==> src/rtl/seq_mult_pw.sv <==
// seq_mult_pw: sequential shift-add multiplier with optional two's-complement mode.
// One adder is reused over WIDTH iterations. The operands are converted to
// sign/magnitude at accept. The product is negated once, at the final iteration.
//
// State table:
//   IDLE | waiting for start; busy=0, done=0
//   RUN  | one shift-add iteration per clock, WIDTH clocks; busy=1
//   DONE | P just loaded; done=1 for exactly one cycle; start here re-accepts
//
// Ports:
//   clk, rst        clock and synchronous active-high reset
//   start           request, sampled only when not busy
//   mode_signed     treat A, B, P as two's complement (only when SIGNED_EN=1)
//   A, B            multiplicand / multiplier, sampled with start
//   P               registered product, held until the next done
//   busy, done      handshake status
//   led             sticky result-valid flag, cleared only by reset
module seq_mult_pw #(
  parameter int WIDTH     = 4,
  parameter bit SIGNED_EN = 1'b1
) (
  input  logic               clk,
  input  logic               rst,
  input  logic               start,
  input  logic               mode_signed,
  input  logic [WIDTH-1:0]   A,
  input  logic [WIDTH-1:0]   B,
  output logic [2*WIDTH-1:0] P,
  output logic               busy,
  output logic               done,
  output logic               led
);

  localparam int CW = $clog2(WIDTH + 1);
  localparam int PW = 2 * WIDTH;

  typedef enum logic [1:0] {IDLE, RUN, DONE} state_t;

  state_t          state, state_next;
  logic [PW-1:0]   acc, addend, acc_sum;
  logic [WIDTH-1:0] mcand, mplier, mag_a, mag_b;
  logic [CW-1:0]   cnt;
  logic            sgn, mode_eff, last_iter, accept;

  // The most negative operand negates to itself. As an unsigned value, that
  // result is exactly its magnitude 2^(W-1).
  always_comb begin
    mode_eff  = mode_signed & SIGNED_EN;
    mag_a     = (mode_eff && A[WIDTH-1]) ? -A : A;
    mag_b     = (mode_eff && B[WIDTH-1]) ? -B : B;
    addend    = mplier[0] ? ({{WIDTH{1'b0}}, mcand} << cnt) : '0;
    acc_sum   = acc + addend;
    last_iter = (cnt == CW'(WIDTH - 1));
    accept    = start && ((state == IDLE) || (state == DONE));
  end

  always_comb begin
    state_next = state;
    case (state)
      IDLE:    if (start) state_next = RUN;
      RUN:     if (last_iter) state_next = DONE;
      DONE:    state_next = start ? RUN : IDLE;
      default: state_next = IDLE;
    endcase
  end

  assign busy = (state == RUN);
  assign done = (state == DONE);

  always_ff @(posedge clk) begin
    if (rst) begin
      state  <= IDLE;
      acc    <= '0;
      mcand  <= '0;
      mplier <= '0;
      cnt    <= '0;
      sgn    <= 1'b0;
      P      <= '0;
      led    <= 1'b0;
    end else begin
      state <= state_next;
      if (accept) begin
        sgn    <= mode_eff & (A[WIDTH-1] ^ B[WIDTH-1]);
        mcand  <= mag_a;
        mplier <= mag_b;
        acc    <= '0;
        cnt    <= '0;
      end else if (state == RUN) begin
        acc    <= acc_sum;
        mplier <= mplier >> 1;
        cnt    <= cnt + CW'(1);
        if (last_iter) begin
          P   <= sgn ? -acc_sum : acc_sum;
          led <= 1'b1;
        end
      end
    end
  end

endmodule

==> config.mk <==
export PLATFORM = sky130hd
export DESIGN_NAME = seq_mult_pw
export DESIGN_NICKNAME = d
export VERILOG_FILES = /design/src/rtl/seq_mult_pw.sv
export SDC_FILE = /design/constraint.sdc
export NUM_CORES = 1
export LEC_CHECK = 0
export ABC_AREA = 0
export CAP_MARGIN = 5
export CORE_UTILIZATION = 42
export CTS_CLUSTER_DIAMETER = 30
export CTS_CLUSTER_SIZE = 30
export DETAILED_ROUTE_END_ITERATION = 6
export GPL_TIMING_DRIVEN = 0
export SLEW_MARGIN = 10
export SYNTH_ARGS = -nofsm -noshare
export SYNTH_HDL_FRONTEND = slang
export SYNTH_SLANG_ARGS = --single-unit
==> constraint.sdc <==
create_clock -name clk -period 7.96 [get_ports clk]
set_input_delay 0.796 -clock clk [delete_from_list [all_inputs] [get_ports clk]]
set_output_delay 0.796 -clock clk [all_outputs]
set_load 0.02 [all_outputs]
After elaboration in Yosys (flattened, before gate mapping)
Index checks and enable logic that the tools add are counted.
{ "classes": {"n_reduce_logical": 9, "n_bitwise": 3, "n_mux": 10, "n_eq_ne": 5, "n_shift": 1, "addsub": 5} }
{ "op_table": {"columns": ["cell", "n"], "rows": [
  ["4-bit two-way mux", 4],
  ["8-bit two-way mux", 2],
  ["8-bit adder", 1],
  ["4-bit negation", 2],
  ["8-bit negation", 1],
  ["4-bit by 3-bit left shift with 8-bit output", 1],
  ["2-bit one-hot mux with 3 select lines", 1],
  ["2-bit two-way mux", 2],
  ["3-bit by 1-bit adder with 3-bit output, second input constant", 1],
  ["3-bit by 2-bit == test with 1-bit output, second input constant", 1],
  ["1-bit logical AND", 3],
  ["3-bit AND reduction", 1],
  ["2-bit by 1-bit == test with 1-bit output, second input constant", 1],
  ["2-bit == test, second input constant", 1],
  ["2-bit zero test", 1],
  ["2-bit by 1-bit != test with 1-bit output, second input constant", 1],
  ["2-bit != test, second input constant", 1],
  ["2-bit AND reduction", 1],
  ["2-bit nonzero test", 1],
  ["2-bit OR reduction", 1],
  ["1-bit AND", 1],
  ["1-bit logical OR", 1],
  ["1-bit two-way mux", 1],
  ["1-bit inverter", 1],
  ["1-bit bitwise XOR", 1]
]} }
{ "word_totals": {"output_inout_bits": 11, "ff_bits": 31, "wordCells": 41} }

Logic depth before layout (Yosys ltp)
{ "depth": {"word_depth": 5, "ltp_mapped": 12} }

Least setup slack after synthesis
OpenSTA, ideal clock, no wires.
{ "synth_timing": {"kind": "flip-flop to flip-flop", "from": "register cnt[0]", "to": "register P[7]", "slack_ns": 5.158, "period_less_slack_ns": 2.802, "path_stages_with_launch": 13, "t_arrival_ns": 2.670, "n_path_buf": 1, "required_time_ns": 7.828, "cell_sequence": "dfxtp_1 clkbuf_1 nor2_1 nand2_1 nor2_1 ha_1 fa_1 a211o_1 and3_4 o311ai_4 a211oi_1 o221ai_1 o311ai_1"} }
{ "synth_via": {"elab_chain_len": 5, "word_cells_on_any_way": 7} }
{ "synth_lines": {"columns": ["item", "line_no", "text"], "rows": [
  ["from (decl)", "42", "logic [CW-1:0] cnt;"],
  ["from (signal assigned)", "91", "cnt <= cnt + CW'(1);"],
  ["4-bit by 3-bit left shift with 8-bit output", "51", "addend = mplier[0] ? ({{WIDTH{1'b0}}, mcand} << cnt) : '0;"],
  ["8-bit two-way mux", "51", null],
  ["8-bit adder", "52", "acc_sum = acc + addend;"],
  ["8-bit negation", "93", "P <= sgn ? -acc_sum : acc_sum;"],
  ["8-bit two-way mux", "93", null],
  ["to (signal assigned)", "93", null],
  ["to (decl)", "28", "output logic [2*WIDTH-1:0] P,"]
]} }
Parallel ways exist; a longest one is shown, timed or not.
A chain may end at the register's enable or synchronous reset.

Final worst setup path
Ends and elaborated chain as after synthesis.

==> flow_metrics.env <==
export IMPL_run_status="completed"
export IMPL_power_density_cell_area_nw_per_um2=152.3
export IMPL_holdBufCountCts=0
export IMPL_synth_cell_types=46
export IMPL_ys_flop_type="sky130_fd_sc_hd__dfxtp_1"
export IMPL_layout_commonest_cell="sky130_fd_sc_hd__nand2_1"
export IMPL_post_route_min_period_ns=3.259
export IMPL_grt_max_degree=11
export IMPL_die_area_um2=4970
export IMPL_postLayoutCellArea_um2=2356
export IMPL_crit_path_end_kind="register"
export IMPL_timing_final_hold_violations=0
export IMPL_core_area_um2=4444
export IMPL_tritoncts="yes"
export IMPL_routed_via_density=5.488
export IMPL_gp_congestion=0.7937
export IMPL_max_freq_ghz=0.3068
export IMPL_rsz0062_at_grt="no"
export IMPL_detailedRoute_firstIterationViolations=111
export IMPL_tightestPinTransition_ns=0.5182
export IMPL_die_width_um=70.50
export IMPL_clkLatencyLatePin_ns=0.28
export IMPL_crit_required_ns=8.15
export IMPL_port_buffers=22
export IMPL_finalMaxSlewViolations=0
export IMPL_postSynthRegisterBits=31
export IMPL_post_place_ws_ns=4.777
export IMPL_antennaDiodeCount=0
export IMPL_routed_wire_length_per_instance_um=13.87
export IMPL_total_leakage_power_nw=0.9121
export IMPL_critical_path_max_stage_delay_ns=0.45
export IMPL_synth_area_um2=1971
export IMPL_post_synth_inst_count=252
export IMPL_flow_area_growth_from_synthesis_pct=19.56
export IMPL_detailed_place_area_um2=2256
export IMPL_cap_violations=0
export IMPL_cts_setup_buffers=0
export IMPL_cts_root_buffer="sky130_fd_sc_hd__clkbuf_8"
export IMPL_finalSetupTns_ns=0
export IMPL_post_dp_hpwl_um=3491
export IMPL_drt_antenna_violating_nets=0
export IMPL_clk_pin_slew_ns=0.06
export IMPL_firstDrtPassIters=4
export IMPL_max_slew_margin=0.6545
export IMPL_grt_use_total=0.1961
export IMPL_antenna_found_initial=0
export IMPL_cp_cell_sequence="clkbuf_1, nor2_1, nand2_1, nor2_1, ha_1, fa_1, xnor2_1, and3_1, o221ai_1, a211oi_1, o221ai_1, o311ai_1"
export IMPL_timing_critical_path_max_delay_family="compound AO/OA/AOI/OAI gates"
export IMPL_vias=1833
export IMPL_rows=24
export IMPL_remaining_drc_errors=0
export IMPL_avgSynthCellArea_um2=7.820
export IMPL_arrival_ns=3.44
export IMPL_cts_sinks=31
export IMPL_setup_ws_ns=4.701
export IMPL_grt_first_pass_wirelength_um=7610
export IMPL_initial_core_utilization=0.4434
export IMPL_grt_pass1_vias=1618
export IMPL_share_of_final_layout_standard_cells_stronger_than_drive_strength_1=0.06383
export IMPL_critical_path_class="register to register"
export IMPL_synth_edf_count=0
export IMPL_cp_start_kind="register"
export IMPL_yosysWarnings=0
export IMPL_num_nets_final=306
export IMPL_die_height_um=70.50
export IMPL_setup_failing_eps_final=0
export IMPL_hold_path_class="register to register"
export IMPL_cts_resized_gates=0
export IMPL_cts_buffers=5
export IMPL_crit_slowest_cell="sky130_fd_sc_hd__dfxtp_1"
export IMPL_grt_overflow_total=0
export IMPL_syn_num_nets=277
export IMPL_fin_crit_sh=0.4094
export IMPL_clock_skew_ns=0.002096
export IMPL_pin_count=23
export IMPL_max_vdd_ir_drop_v=0.0001025
export IMPL_layout_cells_most_common_list="sky130_fd_sc_hd__nand2_1 (41), sky130_fd_sc_hd__dfxtp_1 (31), sky130_fd_sc_hd__nor2_1 (26)"
export IMPL_buffer_depth_of_the_longest_clock_path=2
export IMPL_detail_route_wirelength_um=4633
export IMPL_critPathMaxFanout=10
export IMPL_cts_htree_levels=2
export IMPL_postLayoutCoreUtil=0.5301
export IMPL_cp_buffers_inverters=1
export IMPL_ys_seq_area_frac=0.3149
export IMPL_async_reset_ff_frac=0
## power by group
part | internal, mW | leakage, nW | total [mW] | switching [mW]
clock network | 0.0788 | 0.0515 | 0.137 | 0.0585
registers | 0.160 | 0.252 | 0.166 | 0.00534
logic | 0.0227 | 0.609 | 0.0557 | 0.0330
## synthesized netlist by cell type, types with 2 or more instances
| cell | count | area [µm²] |
|---|---|---|
| sky130_fd_sc_hd__nand2b_1 | 5 | 31.28 |
| sky130_fd_sc_hd__a211oi_1 | 9 | 67.56 |
| sky130_fd_sc_hd__nand3b_1 | 2 | 15.01 |
| sky130_fd_sc_hd__nand3_1 | 12 | 60.06 |
| sky130_fd_sc_hd__a21oi_1 | 18 | 90.09 |
| sky130_fd_sc_hd__nor2_1 | 26 | 97.59 |
| sky130_fd_sc_hd__mux2i_1 | 2 | 20.02 |
| sky130_fd_sc_hd__nor2b_1 | 5 | 31.28 |
| sky130_fd_sc_hd__a31oi_1 | 2 | 12.51 |
| sky130_fd_sc_hd__inv_1 | 12 | 45.04 |
| sky130_fd_sc_hd__nor3_1 | 5 | 25.02 |
| sky130_fd_sc_hd__mux2_2 | 2 | 22.52 |
| sky130_fd_sc_hd__and2_1 | 2 | 12.51 |
| sky130_fd_sc_hd__o21ai_0 | 7 | 35.03 |
| sky130_fd_sc_hd__o31ai_1 | 2 | 15.01 |
| sky130_fd_sc_hd__o211ai_1 | 2 | 15.01 |
| sky130_fd_sc_hd__a311oi_1 | 6 | 52.55 |
| sky130_fd_sc_hd__and3_1 | 3 | 18.77 |
| sky130_fd_sc_hd__xnor2_1 | 2 | 17.52 |
| sky130_fd_sc_hd__o211a_1 | 2 | 20.02 |
| sky130_fd_sc_hd__clkbuf_1 | 8 | 30.03 |
| sky130_fd_sc_hd__buf_1 | 2 | 7.510 |
| sky130_fd_sc_hd__nand2_1 | 41 | 153.9 |
| sky130_fd_sc_hd__o221ai_1 | 2 | 17.52 |
| sky130_fd_sc_hd__or3_1 | 5 | 31.28 |
| sky130_fd_sc_hd__dfxtp_1 | 31 | 620.6 |
| sky130_fd_sc_hd__xor2_1 | 6 | 52.55 |
| sky130_fd_sc_hd__ha_1 | 12 | 150.1 |
| sky130_fd_sc_hd__o21a_1 | 2 | 15.01 |
## per-stage QoR
stage / cells / hold WS (ns) / power, mW
after floorplan: 252 / 0.4406 / 0.2050
after global placement: 326 / 0.4448 / 0.2242
after detailed placement: 326 / 0.4449 / 0.2246
after CTS: 334 / 0.4631 / 0.3629
after global routing: 334 / 0.4728 / 0.3758
final: 334 / 0.4615 / 0.3588
## metal layers
layer,global-route usage,vias up,part of all wire
li1,-,945,-
met1,0.2896,858,0.53
met2,0.2805,24,0.43
met3,0.02742,6,0.030
met4,0.08844,0,0.011
met5,0,-,0
## sequential cells by signal, summed over array words and instances (netlist names)
name and cells:
cnt 3, P 8, acc 8, sgn 1, state 2, mplier 4, mcand 4, led 1
## path summary, 6_finish.rpt
path,startpoint,to,slack (ns),cells past startpoint
worst max-delay path,cnt[0],P[7],4.70,12
worst min-delay path,P[0],P[0],0.46,2
worst max register to register,cnt[0],P[7],4.70,12
worst min register to register,P[0],P[0],0.46,2
## final cells by class
cell class	instances	area, µm²
Tap cell	52	65.06
Inverter	12	45.04
Buffer	12	53.80
Timing Repair Buffer	22	220.2
Multi-Input combinational cell	197	1251
Fill cell	464	2088
Clock buffer	8	100.1
Sequential cell	31	620.6
## cell families (layout without fill, tap and decap cells)
group / Yosys count / after routing / synth area share
buffers and inverters: 24 / 54 / 0.05016
AO/OA/AOI/OAI: 59 / 59 / 0.2190
multiplexers: 5 / 5 / 0.02857
AND/OR/NAND/NOR: 112 / 112 / 0.2654
XOR/XNOR: 8 / 8 / 0.03556
adder cells (fa/ha/maj): 13 / 13 / 0.08635
flip-flops: 31 / 31 / 0.3149
## worst reg2reg max path, cell delays in order (launching register included)
cell and delay, ns:
sky130_fd_sc_hd__dfxtp_1 0.45, sky130_fd_sc_hd__clkbuf_1 0.37, sky130_fd_sc_hd__nor2_1 0.09, sky130_fd_sc_hd__nand2_1 0.10
sky130_fd_sc_hd__nor2_1 0.07, sky130_fd_sc_hd__ha_1 0.23, sky130_fd_sc_hd__fa_1 0.42, sky130_fd_sc_hd__xnor2_1 0.41
sky130_fd_sc_hd__and3_1 0.26, sky130_fd_sc_hd__o221ai_1 0.18, sky130_fd_sc_hd__a211oi_1 0.33, sky130_fd_sc_hd__o221ai_1 0.15
sky130_fd_sc_hd__o311ai_1 0.11
Note: power is estimated with default switching activity, not from simulation.
